[config.mk]
export PLATFORM = sky130hd
export DESIGN_NAME = interrupt_controller
export DESIGN_NICKNAME = d
export VERILOG_FILES = /design/src/rtl/interrupt_controller_pkg.sv /design/src/rtl/interrupt_controller_prio_encoder.sv /design/src/rtl/interrupt_controller.sv
export SDC_FILE = /design/constraint.sdc
export NUM_CORES = 1
export LEC_CHECK = 0
export CORE_ASPECT_RATIO = 2
export CORE_MARGIN = 3
export CORE_UTILIZATION = 45
export DETAILED_ROUTE_END_ITERATION = 10
export GPL_TIMING_DRIVEN = 0
export PLACE_DENSITY = 0.67
export SLEW_MARGIN = 40
export SYNTH_ARGS = -nofsm -noshare
export SYNTH_HDL_FRONTEND = slang
export SYNTH_SLANG_ARGS = --single-unit
[constraint.sdc]
create_clock -name clk -period 3.9 [get_ports clk]
set_input_delay 0.78 -clock clk [delete_from_list [all_inputs] [get_ports clk]]
set_output_delay 0.78 -clock clk [all_outputs]
set_load 0.01 [all_outputs]
[src/rtl/interrupt_controller_pkg.sv]
// Shared constants for the interrupt controller and the PC next-address selector.
package interrupt_controller_pkg;

   // Handler entry point loaded by the PC selector whenever INT pulses
   localparam logic [31:0] HANDLER_VECTOR = 32'h3020;

   // Default number of interrupt sources; the highest index has the highest priority
   localparam int NUM_SRC_DEFAULT = 3;

   // Controller state encoding: IDLE means no handler is active
   localparam logic [0:0] ST_IDLE    = 1'b0;
   localparam logic [0:0] ST_SERVICE = 1'b1;

endpackage

[src/rtl/interrupt_controller_prio_encoder.sv]
// Highest-index-first priority encoder, used both to pick the request to take
// and to find the highest in-service level.
module prio_encoder #(
   parameter int N = 3,
   parameter int W = 2
) (
   input  logic [N-1:0] req,
   output logic         valid,
   output logic [W-1:0] idx
);

   // Scan upward so the last set bit found, the highest index, wins
   always_comb begin
      valid = 1'b0;
      idx   = '0;
      for (int i = 0; i < N; i++) begin
         if (req[i]) begin
            valid = 1'b1;
            idx   = W'(i);
         end
      end
   end

endmodule

[src/rtl/interrupt_controller.sv]
// Interrupt controller: edge-latched requests, per-source masking, priority
// nesting with an EPC stack, and Eret-driven unwinding toward the PC selector.
module interrupt_controller
   import interrupt_controller_pkg::*;
#(
   parameter int NUM_SRC    = NUM_SRC_DEFAULT,
   parameter int ADDR_BITS  = 32,
   parameter int DEPTH_BITS = 2
) (
   input  logic                  clk,
   input  logic                  rst_n,
   input  logic [NUM_SRC-1:0]    irq_req,
   input  logic                  mask_we,
   input  logic [NUM_SRC-1:0]    mask_wdata,
   input  logic                  global_en,
   input  logic                  int_allow,
   input  logic [ADDR_BITS-1:0]  pc_resume,
   input  logic                  Eret,
   output logic                  INT,
   output logic [ADDR_BITS-1:0]  EPC_out,
   output logic [NUM_SRC-1:0]    pending,
   output logic [NUM_SRC-1:0]    in_service,
   output logic [DEPTH_BITS-1:0] cur_src,
   output logic                  eret_err
);

   localparam int                    STACK_ENTRIES = 2 ** DEPTH_BITS;
   localparam logic [DEPTH_BITS-1:0] DEPTH_ONE     = DEPTH_BITS'(1);

   logic [NUM_SRC-1:0]    irq_dly;
   logic                  primed;
   logic [NUM_SRC-1:0]    mask;
   logic [DEPTH_BITS-1:0] depth;
   logic [DEPTH_BITS-1:0] top_idx;
   logic [ADDR_BITS-1:0]  stack [STACK_ENTRIES];
   logic [0:0]            state;

   logic [NUM_SRC-1:0]    rise;
   logic [NUM_SRC-1:0]    above;
   logic [NUM_SRC-1:0]    eligible;
   logic [NUM_SRC-1:0]    take_onehot;
   logic [NUM_SRC-1:0]    hp_onehot;
   logic                  hp_valid;
   logic [DEPTH_BITS-1:0] hp_idx;
   logic                  el_valid;
   logic [DEPTH_BITS-1:0] sel_idx;
   logic                  take;
   logic                  do_pop;

   prio_encoder #(.N(NUM_SRC), .W(DEPTH_BITS)) u_hp_enc (
      .req   (in_service),
      .valid (hp_valid),
      .idx   (hp_idx)
   );

   prio_encoder #(.N(NUM_SRC), .W(DEPTH_BITS)) u_sel_enc (
      .req   (eligible),
      .valid (el_valid),
      .idx   (sel_idx)
   );

   // The first clock after reset only reloads the delay register, so a line
   // already high when reset is released is not seen as a fresh edge
   assign rise     = primed ? (irq_req & ~irq_dly) : '0;
   assign eligible = pending & mask & above;
   assign take     = global_en & int_allow & ~Eret & el_valid;
   assign do_pop   = Eret & (depth != '0);
   assign top_idx  = depth - DEPTH_ONE;

   assign INT        = take;
   assign eret_err   = Eret & (depth == '0);
   assign EPC_out    = (depth == '0) ? '0 : stack[top_idx];
   assign cur_src    = hp_valid ? hp_idx : '0;

   // Per-source priority window above the active level, plus one-hot forms of
   // the selected request and the active level for set/clear updates
   always_comb begin
      above       = '0;
      take_onehot = '0;
      hp_onehot   = '0;
      for (int i = 0; i < NUM_SRC; i++) begin
         above[i]       = !hp_valid || (i > int'(hp_idx));
         take_onehot[i] = take && (int'(sel_idx) == i);
         hp_onehot[i]   = hp_valid && (int'(hp_idx) == i);
      end
   end

   // Request latching, masking, and the push/pop of the nesting stack
   always_ff @(posedge clk or negedge rst_n) begin
      if (!rst_n) begin
         irq_dly    <= '0;
         primed     <= 1'b0;
         mask       <= '0;
         pending    <= '0;
         in_service <= '0;
         depth      <= '0;
         for (int i = 0; i < STACK_ENTRIES; i++) begin
            stack[i] <= '0;
         end
      end else begin
         irq_dly <= irq_req;
         primed  <= 1'b1;
         if (mask_we) begin
            mask <= mask_wdata;
         end
         pending <= (pending & ~take_onehot) | rise;
         if (do_pop) begin
            depth      <= depth - DEPTH_ONE;
            in_service <= in_service & ~hp_onehot;
         end else if (take) begin
            in_service   <= in_service | take_onehot;
            stack[depth] <= pc_resume;
            depth        <= depth + DEPTH_ONE;
         end
      end
   end

   // IDLE/SERVICE tracking: leave SERVICE only when the last level unwinds
   always_ff @(posedge clk or negedge rst_n) begin
      if (!rst_n) begin
         state <= ST_IDLE;
      end else begin
         case (state)
            ST_IDLE:    if (take) state <= ST_SERVICE;
            ST_SERVICE: if (do_pop && depth == DEPTH_ONE) state <= ST_IDLE;
            default:    state <= ST_IDLE;
         endcase
      end
   end

endmodule

## Yosys cells after proc, flatten, opt, wreduce, memory -nomap -nowiden

Index checks and enable logic that the tools add are counted.
W data, S select, Z words.

- Register bits after elaboration: 143
- Word-level logic and storage cells: 79
- Input port bits: 44

- Mux-type cells: 23
- Bitwise gates (word level): 19
- $add $sub $neg: 2
- Eq/ne operators: 4
- $lt $le $gt $ge: 5
- Reduce and logical (&&, ||, !) cells: 16

Operators by type and width:

| cell | number |
|---|---|
| $bwmux W128 | 1 |
| $mux W32 | 4 |
| $bmux W32 S2 | 1 |
| $demux W32 S2 | 1 |
| $and A3 B3 Y3 | 5 |
| $mux W2 | 5 |
| $mux W3 | 3 |
| $not A3 Y3 | 3 |
| $eq A2 B2 Y1 const B | 4 |
| $mux W1 | 8 |
| $logic_and A1 B1 Y1 | 7 |
| $ge A3 B3 Y1 const B | 2 |
| $logic_not A2 Y1 | 3 |
| $not A2 Y3 | 2 |
| $or A3 B3 Y3 | 2 |
| $and A1 B1 Y1 | 5 |
| $reduce_bool A2 Y1 | 2 |
| $lt A3 B1 Y1 const B | 1 |
| $add A2 B1 Y2 const B | 1 |
| $gt A1 B2 Y1 const A | 1 |
| $gt A2 B2 Y1 const A | 1 |
| $logic_or A1 B1 Y1 | 2 |
| $not A1 Y1 | 2 |
| $reduce_and A2 Y1 | 1 |
| 2 further kinds | 2 |

## Logic depth before layout (Yosys ltp)

- Depth in word-level cells: 14
- Gate-level depth with buffers: 8
- Mapped depth without buffers: 5

## Hierarchy

From an unflattened synthesis, not the netlist that was laid out.

- Cell total of the unflattened synthesis: 412
- Area total of the unflattened synthesis: 6603.8 um2

Modules (own cells, without submodules):

| module | area an instance (um2) | times used | sequential area each (um2) | cells each |
|---|---|---|---|---|
| interrupt_controller | 6563.8 | 1 | 3578.4 | 406 |
| prio_encoder | 20.0 | 2 | 0.0 | 3 |

## Least setup slack after synthesis

Ideal clock, no wire load.

- Kind: register to output
- Start point: reg depth[0]
- End point: out EPC_out[13]
- Path buffers: 4
- Cell stages (with the launch flop): 9
- Data arrival time: 2.136 ns
- Slack: 0.984 ns
- Cells stage by stage: dfrtp_1 -> buf_4 -> buf_2 -> inv_1 -> ha_1 -> buf_2 -> clkbuf_1 -> mux4_2 -> nor2b_1

- Longest elaborated chain between the ends: 6

RTL lines:

| item | line | RTL |
|---|---|---|
| start: declaration | interrupt_controller.sv:33 | `logic [DEPTH_BITS-1:0] depth;` |
| start signal: assignment | interrupt_controller.sv:108 | `depth <= depth - DEPTH_ONE;` |
| start signal: assignment | interrupt_controller.sv:113 | `depth <= depth + DEPTH_ONE;` |
| $sub A2 B1 Y2 | interrupt_controller.sv:68 | `assign top_idx = depth - DEPTH_ONE;` |
| named net top_idx[0] | interrupt_controller.sv:34 | `logic [DEPTH_BITS-1:0] top_idx;` |
| $not A2 Y3 (not written as such) | interrupt_controller.sv:72 | `assign EPC_out = (depth == '0) ? '0 : stack[top_idx];` |
| $bmux W32 S2 | interrupt_controller.sv:72 |  |
| $mux W32 (not written as such) (2 in a row) | interrupt_controller.sv:72 |  |
| $mux W32 | interrupt_controller.sv:72 |  |
| end: declaration | interrupt_controller.sv:20 | `output logic [ADDR_BITS-1:0] EPC_out,` |

The timed path passes the listed nets, and every way through them passes these cells. The select of a mux whose other input is x is not followed.

## Final worst setup path

- Start point: reg depth[0]
- End point: out EPC_out[24]

Same word-level chain as after synthesis.

==> impl_metrics.toml <==
[run_status]
outcome = "completed"

[clock_network]
h-tree-depth = 4
cts-root-buf = "clkbuf_16"
numCtsBuffers = 17
clockBufferDepth = 2
cts_setup_buffers = 0
path_clk_slew_ns = 0.06
clkSinkCount = 143
cts_tree = "yes"
clock_latency_ns = 0.42

[synth]
synthArstFlopShare = 1.00
syn_avg_cell_area_um2 = 11.9
synth_edf_count = 0
synth_ff_type = "dfrtp_1"
synth_nets = 619
netlist_area_um2 = 6820
ys_seq_elements = 143
seq_area_frac_synth = 0.524
ys_warn_count = 0
synthCells = 571
synth.distinct_cells = 31

[global_route]
grt_first_pass_wirelength_um = 30900
grt_overflow = 0
antenna_found_initial = 0
grt_pass1_vias = 5686
grt_start_max_net_pins = 74
grtUsageTotal = 0.240

[route]
post_drt_wl_per_cell_um = 21.9
wl_um = 19300
drcViolationCount = 0
postRouteAntennaNets = 0
first_iter_violations = 391
vias = 5235
via_per_inst = 5.92
drt_first_pass_iters = 5

[pwr]
p_leak_nw = 3.49
powerDensity_nw_per_um2 = 899
p_sw_frac = 0.340
ir_drop_mv = 0.398
power.total_w = 0.00771
p_clk_frac = 0.220
switching_power_w = 0.00262
p_comb_frac = 0.449
seq_power_share = 0.331
p_int_w = 0.00509

[place]
io_buffers = 85
dpl.cell_count = 852
place.gp.congestion = 0.848
hpwl_um = 12900

[setup_path]
cp.required_ns = 3.12
r2r-start = "depth[0]$_DFFE_PN0P_"
worstSetupEndpointType = "output pin"
critPathKind = "flop to output pin"
crit_fanout = 10
cp-start-kind = "flop"
worstPathArrival_ns = 3.04
crit_start = "depth[0]$_DFFE_PN0P_"

[sta]
whs_ns = 0.324
tightest_slew_ns = 0.641
drv_slew = 0
relSlewSlack = 0.573
period_minus_slack_ns = 3.82
finalSetupViolCount = 0
rsz0062_at_grt = "true"
finalHoldViolCount = 0
skew_ns = 0.00879
finalCritPeriodShare = 0.979
fmax_mhz = 262

[cells_and_area]
nNetsFinal = 724
final_common_cell = "dfrtp_1"
final_cell_mix = "dfrtp_1 (143), nand2_1 (134), o2bb2ai_1 (129)"
syn_to_final_growth_pct = 25.8
diodes = 0
drive_gt1_frac = 0.163
fillerInstances = 1310
layout.cells.non_filler = 884

[die]
ios = 86
coreArea_um2 = 14800
dieHeight_um = 180
die-area_um2 = 16800
die_w_um = 93.1
rows = 63
initial_core_util = 0.460

[worst_hold_path]
hold_class = "primary input to asynchronous set/reset pin"

[run]
maxCapViolCount = 0
state kept, by name, summed over array words and instances (netlist names):
signal and count:
stack 128, primed 1, mask 3, pending 3, irq_dly 3, in_service 3, depth 2
metrics by stage:
stage | setup WS, ns | setup TNS, ns | util | instance area, um2
floorplan | 0.984 | 0 | - | 6820
global placement | -3.48 | -495.82 | 0.534 | 7920
detailed placement | -0.0943 | -1.09 | 0.536 | 7950
CTS | -0.0692 | -0.571 | 0.579 | 8580
global route | -0.0347 | -0.273 | 0.579 | 8580
finish | 0.0838 | 0 | 0.579 | 8580
final cells by class:
cell class	instances	area [um2]	share of cell area
clock inverters	12	158	0.0184
flip-flops and latches	143	3580	0.417
inverters	5	18.8	0.00219
repair buffers	86	883	0.103
plain buffers	56	350	0.0408
clock buffers	20	457	0.0532
well taps	195	244	0.0284
multi-input cells	367	2890	0.337
final timing paths:
check,slack (ns),end,cells after the start
max in group asynchronous,2.82,stack[88]$_DFFE_PN0P_,2
min in group clk,0.43,pending[1]$_DFF_PN0_,1
min,0.32,stack[40]$_DFFE_PN0P_,1
max,0.08,EPC_out[24],9
max reg2reg,1.60,stack[115]$_DFFE_PN0P_,8
min reg2reg,0.43,pending[1]$_DFF_PN0_,1
power by group through the flow:
stage / Sequential (W) / Clock [W] / Combinational [W]
floorplan: 0.00241 / 0 / 0.00219
global placement: 0.00249 / 0 / 0.00339
detailed placement: 0.00254 / 0 / 0.00345
CTS: 0.00253 / 0.00171 / 0.00349
global route: 0.00260 / 0.00179 / 0.00372
finish: 0.00255 / 0.00170 / 0.00346
critical path: stages (launching register included):
cell and delay [ns]:
dfrtp_1 0.38, buf_4 0.23, buf_6 0.21, inv_1 0.08, ha_1 0.27, buf_2 0.20
buf_4 0.25, mux4_2 0.35, nor2b_1 0.15, clkdlybuf4s50_1 0.50
what timing repair did:
action                     4_1_cts  5_1_grt
resized for setup                7        3
setup endpoints to repair       29       28
hold buffers                     0        0
gates cloned                     0        0
synth_stat cells (5+ instances only):
cell | number | area, um2
dfrtp_1 | 143 | 3580
nand2_1 | 134 | 503
o2bb2ai_1 | 129 | 1130
nor2b_1 | 34 | 213
mux4_2 | 32 | 721
clkbuf_1 | 23 | 86.3
buf_2 | 17 | 85.1
buf_6 | 11 | 124
buf_4 | 5 | 37.5
inv_1 | 5 | 18.8
per-layer routing:
metal | GRT usage | wire, um | vias up | part of all wire
li1 | - | - | 2296 | -
met1 | 0.282 | 7220 | 2673 | 0.37
met2 | 0.423 | 10600 | 225 | 0.55
met3 | 0.0472 | 1100 | 41 | 0.057
met4 | 0.0940 | 436 | 0 | 0.023
met5 | 0 | 0 | - | 0
logic make-up (layout without fill, tap and decap cells):
family | after synthesis | count (layout) | share of synthesized area
mux | 35 | 35 | 0.111
simple gates | 182 | 182 | 0.118
buf+inv | 61 | 179 | 0.0515
fa+ha+maj | 4 | 4 | 0.00734
flops | 143 | 143 | 0.524
other cells | 1 | 1 | 0.000550
compound gates | 145 | 145 | 0.187
Note: power is estimated with default switching activity, not from simulation.
